$ cat config.mk
export PLATFORM = sky130hd
export DESIGN_NAME = lives_ctl
export DESIGN_NICKNAME = d
export VERILOG_FILES = /design/src/rtl/lives_ctl.sv
export SDC_FILE = /design/constraint.sdc
export NUM_CORES = 1
export LEC_CHECK = 0
export BUFFER_PORTS_ARGS = -buffer_cell sky130_fd_sc_hd__buf_2
export CAP_MARGIN = 20
export CORE_UTILIZATION = 37
export DETAILED_ROUTE_END_ITERATION = 10
export PLACE_DENSITY = 0.62
export SYNTH_ARGS = -nofsm -noshare
export SYNTH_HDL_FRONTEND = slang
export SYNTH_SLANG_ARGS = --single-unit
$ cat constraint.sdc
create_clock -name pclk -period 2.31 [get_ports pclk]
set_input_delay 0.3465 -clock pclk [delete_from_list [all_inputs] [get_ports pclk]]
set_output_delay 0.3465 -clock pclk [all_outputs]
set_load 0.02 [all_outputs]
$ cat src/rtl/lives_ctl.sv
// Ship-death bookkeeping: counts hits into dead_count, runs the post-hit
// invulnerability window with its blink strobe, and flags game over.
module lives_ctl #(
  parameter int LIVES         = 3,
  parameter int INVULN_FRAMES = 120,
  parameter int BLINK_FRAMES  = 8
) (
  input  logic       pclk,
  input  logic       rst,
  input  logic       hit,
  input  logic       vsync_in,
  input  logic       restart,
  output logic [3:0] dead_count,
  output logic       invuln,
  output logic       blink,
  output logic       game_over,
  output logic       hit_ack
);

  typedef enum logic [1:0] {
    ALIVE     = 2'd0,
    INVULN    = 2'd1,
    GAME_OVER = 2'd2
  } state_t;

  localparam logic [3:0] LIVES_V    = 4'(LIVES);
  localparam logic [3:0] LAST_LIFE  = 4'(LIVES - 1);
  localparam logic [7:0] INV_LAST   = 8'(INVULN_FRAMES - 1);
  localparam logic [7:0] BLINK_LAST = 8'(BLINK_FRAMES - 1);

  state_t     state;
  logic       hit_d;
  logic       vs_d;
  logic       hit_rise;
  logic       tick;
  logic [7:0] frame_cnt;
  logic [7:0] blink_cnt;

  // Edge detect: a held hit counts once, one tick per vsync rise
  assign hit_rise = hit & ~hit_d;
  assign tick     = vsync_in & ~vs_d;

  function automatic logic [3:0] sat_inc(input logic [3:0] v);
    if (v >= LIVES_V) return LIVES_V;
    return v + 4'd1;
  endfunction

  always_ff @(posedge pclk) begin
    if (!rst) begin
      state      <= ALIVE;
      hit_d      <= 1'b0;
      vs_d       <= 1'b0;
      frame_cnt  <= 8'd0;
      blink_cnt  <= 8'd0;
      dead_count <= 4'd0;
      invuln     <= 1'b0;
      blink      <= 1'b0;
      game_over  <= 1'b0;
      hit_ack    <= 1'b0;
    end else begin
      hit_d   <= hit;
      vs_d    <= vsync_in;
      hit_ack <= 1'b0;
      if (restart) begin
        state      <= ALIVE;
        frame_cnt  <= 8'd0;
        blink_cnt  <= 8'd0;
        dead_count <= 4'd0;
        invuln     <= 1'b0;
        blink      <= 1'b0;
        game_over  <= 1'b0;
      end else begin
        case (state)
          ALIVE: begin
            if (hit_rise) begin
              hit_ack    <= 1'b1;
              dead_count <= sat_inc(dead_count);
              frame_cnt  <= 8'd0;
              blink_cnt  <= 8'd0;
              if (dead_count >= LAST_LIFE) begin
                // Last life spent: no invulnerability window
                state     <= GAME_OVER;
                game_over <= 1'b1;
                invuln    <= 1'b0;
                blink     <= 1'b0;
              end else begin
                state  <= INVULN;
                invuln <= 1'b1;
                blink  <= 1'b1;
              end
            end
          end
          INVULN: begin
            if (tick) begin
              if (frame_cnt == INV_LAST) begin
                state     <= ALIVE;
                invuln    <= 1'b0;
                blink     <= 1'b0;
                frame_cnt <= 8'd0;
                blink_cnt <= 8'd0;
              end else begin
                frame_cnt <= frame_cnt + 8'd1;
                if (blink_cnt == BLINK_LAST) begin
                  blink_cnt <= 8'd0;
                  blink     <= ~blink;
                end else begin
                  blink_cnt <= blink_cnt + 8'd1;
                end
              end
            end
          end
          GAME_OVER: begin
            dead_count <= LIVES_V;
            game_over  <= 1'b1;
          end
          default: begin
            state     <= ALIVE;
            invuln    <= 1'b0;
            blink     <= 1'b0;
            game_over <= 1'b0;
          end
        endcase
      end
    end
  end

endmodule

==> results.json <==
{
  "cts_resized": 0,
  "netlist_area_um2": 1380,
  "drt_pre_antenna_iters": 4,
  "place_congestion": 0.822,
  "cp_max_fo": 9,
  "drtAntennaViolNets": 0,
  "synth_warnings": 0,
  "synth.area.top_cells": "dfxtp_1 39%, nor2_1 4.1%, ha_1 3.6%, nand2_1 3.5%, xor2_1 3.2%",
  "crit_type": "flop to flop",
  "p_seq_share_pct": 56.7,
  "power_frac_clock_pct": 32.2,
  "post-cts-setup-buffers": 0,
  "crit_arrival_ns": 2.18,
  "nNetsFinal": 182,
  "dpl.hpwl_um": 2150,
  "yosys_register_bits": 27,
  "crit_chain": "or4b_4 -> or4b_4 -> a221oi_2 -> o22ai_1",
  "hold_slack_ns": 0.291,
  "critPathSlowestCell": "or4b_4",
  "hp-class": "input pin to flop",
  "cts_root_buffer": "clkbuf_8",
  "fin_crit_ns": 2.03,
  "core_area_um2": 3440,
  "max_freq_mhz": 494,
  "yosysUniqueCellTypes": 45,
  "syn_to_final_growth_pct": 11.7,
  "die_w_um": 63.0,
  "clkTransAtPathRegs_ns": 0.10,
  "drt_iter0_drc": 104,
  "overflow": 0,
  "crit_top_cell": "or4b_4",
  "maxSlewHeadroom_pct": 49.7,
  "h-tree-depth": 1,
  "synth_largest_area_cell": "dfxtp_1",
  "wl_per_cell_um": 13.4,
  "start_util_pct": 39.9,
  "num-fill-cells": 342,
  "drive_gt1_share_pct": 17.4,
  "tightest_slew_ns": 0.752,
  "antenna_found_initial": 0,
  "power_density_nw_per_um2": 553,
  "io_buffers": 12,
  "slew_violations": 0,
  "cts_hold_buf": 0,
  "ys.flop_type": "dfxtp_1",
  "clkLatencyLatePin_ns": 0.27,
  "die_y_um": 63.0,
  "num_rows": 21,
  "antenna_cells": 0,
  "track_usage_pct": 15.5,
  "synthArstFlopShare_pct": 0,
  "peakVddDrop_mv": 0.218,
  "synth_top_area_share_pct": 39.3,
  "finalHoldViolations": 0,
  "postSynthAreaPerCell_um2": 8.65,
  "cellInternalPower_w": 0.000633,
  "critPathMaxStageDelay_ns": 0.60,
  "max_cap_violations": 0,
  "p_sw_w": 0.000217,
  "synth_edf_count": 0,
  "drc": 0,
  "rsz0062_at_grt": "false",
  "min_period_over_period_pct": 87.7,
  "cts_tree": "yes",
  "die_area_um2": 3960,
  "cts.path.max_buffers": 2,
  "startpoint_type": "flop",
  "seqCellArea_um2": 541,
  "grt_pass1_vias": 1116,
  "cts.sinks": 27,
  "multi_input_area_um2": 785,
  "synth_seq_area_share_pct": 39.3,
  "finalSetupViolCount": 0,
  "ios": 13,
  "wl_um": 2930,
  "tns_ns": 0,
  "synth_nets": 168,
  "combPwrFrac_pct": 11.1,
  "status": "finished clean",
  "grt_start_max_net_pins": 17,
  "via_per_inst": 5.48,
  "netlist_instances": 159,
  "p_leak_nw": 0.550,
  "vias": 1195,
  "endpoint_kind": "flop",
  "critPathRequiredTime_ns": 2.46,
  "cts_buffers": 3,
  "grt_first_pass_wirelength_um": 5000,
  "finClkSkew_ns": 0.00934,
  "p_sw_share_pct": 25.5
}
-- routing by layer --
metal	part of all wire (%)	vias up	GRT usage, %
met5	0	-	0
met2	48	27	28.2
li1	-	617	-
met3	3.3	2	2.19
met1	48	549	18.5
met4	0.79	0	4.36
-- sequential cells by signal, summed over array words and instances (netlist names) --
register	flops
state	2
hit_d	1
frame_cnt	8
vs_d	1
dead_count	4
game_over	1
blink_cnt	8
blink	1
hit_ack	1
-- worst max-delay path, delay by kind of cell, from the launching register on --
family           cells  cell delay [ns]
AO/OA/AOI/OAI        2             0.41
flip-flops           1             0.35
AND/OR/NAND/NOR      2             1.15
-- cells in the final DEF, fill, tap and decap left out, drive strengths merged, types with 5 or more instances in the layout --
cell type and n:
nand3 8, a21oi 8, nand2 13, nor3 5, a31oi 5, o211ai 5
o21ai 5, nand4 6, buf 16, dfxtp 27, nor2 15, xor2 5
-- synthesized netlist by cell type, types with 2 or more instances --
library cell  count
nand4_1           6
inv_1             4
nand2_1          13
nor2_1           15
mux2_2            2
nand2b_1          2
nor3_1            5
clkbuf_1          5
ha_1              4
o21ai_0           4
or3_1             2
or4b_4            2
and2_1            3
o211ai_1          5
nand3_1           8
or4_1             2
a31oi_1           5
and3_1            4
a21oi_1           8
dfxtp_1          27
o2111ai_1         2
nor4_1            2
xor2_1            5
nor2b_1           3
-- final cells by class --
type / count / area share (%)
multi-input combinational: 121 / 51.1
sequential: 27 / 35.2
timing repair buffer: 16 / 5.86
tap: 46 / 3.75
clock buffer: 3 / 2.69
inverter: 4 / 0.977
clock inverter: 1 / 0.489
-- logic make-up after synthesis --
logic type / Yosys count / synth area share [%]
buffers and inverters: 11 / 3.64
AOI/OAI and AO/OA: 34 / 16.9
xor gates and xnor gates: 6 / 3.82
muxes: 2 / 1.64
and+or+nand+nor: 75 / 31.0
DFF: 27 / 39.3
adders and majority gates: 4 / 3.64
-- worst paths after layout --
check	startpoint	end	slack, ns	cells past startpoint
setup / recovery	blink_cnt[7]	blink	0.28	4
setup reg to reg	blink_cnt[7]	blink	0.28	4
hold reg to reg	frame_cnt[1]	frame_cnt[1]	0.48	2
hold / removal	vsync_in	vs_d	0.29	2
-- power groups by stage --
| stage | clock [W] | combinational (W) | sequential, W |
|---|---|---|---|
| finish | 0.000274 | 0.0000941 | 0.000482 |
| global route | 0.000295 | 0.000104 | 0.000484 |
| CTS | 0.000280 | 0.0000936 | 0.000482 |
| detailed placement | 0 | 0.0000934 | 0.000493 |
| global placement | 0 | 0.0000917 | 0.000492 |
| floorplan | 0 | 0.0000625 | 0.000495 |
-- per-stage QoR --
stage,total power (W),worst slack [ns],util [%],instance area [µm²],std cells
after floorplan,0.000558,0.372,-,1380,159
after global placement,0.000584,0.384,43.2,1490,214
after detailed placement,0.000586,0.341,43.2,1490,214
after CTS,0.000856,0.321,44.6,1540,218
after global routing,0.000882,0.244,44.6,1540,218
final,0.000850,0.284,44.6,1540,218
(Power assumes the default switching activity.)
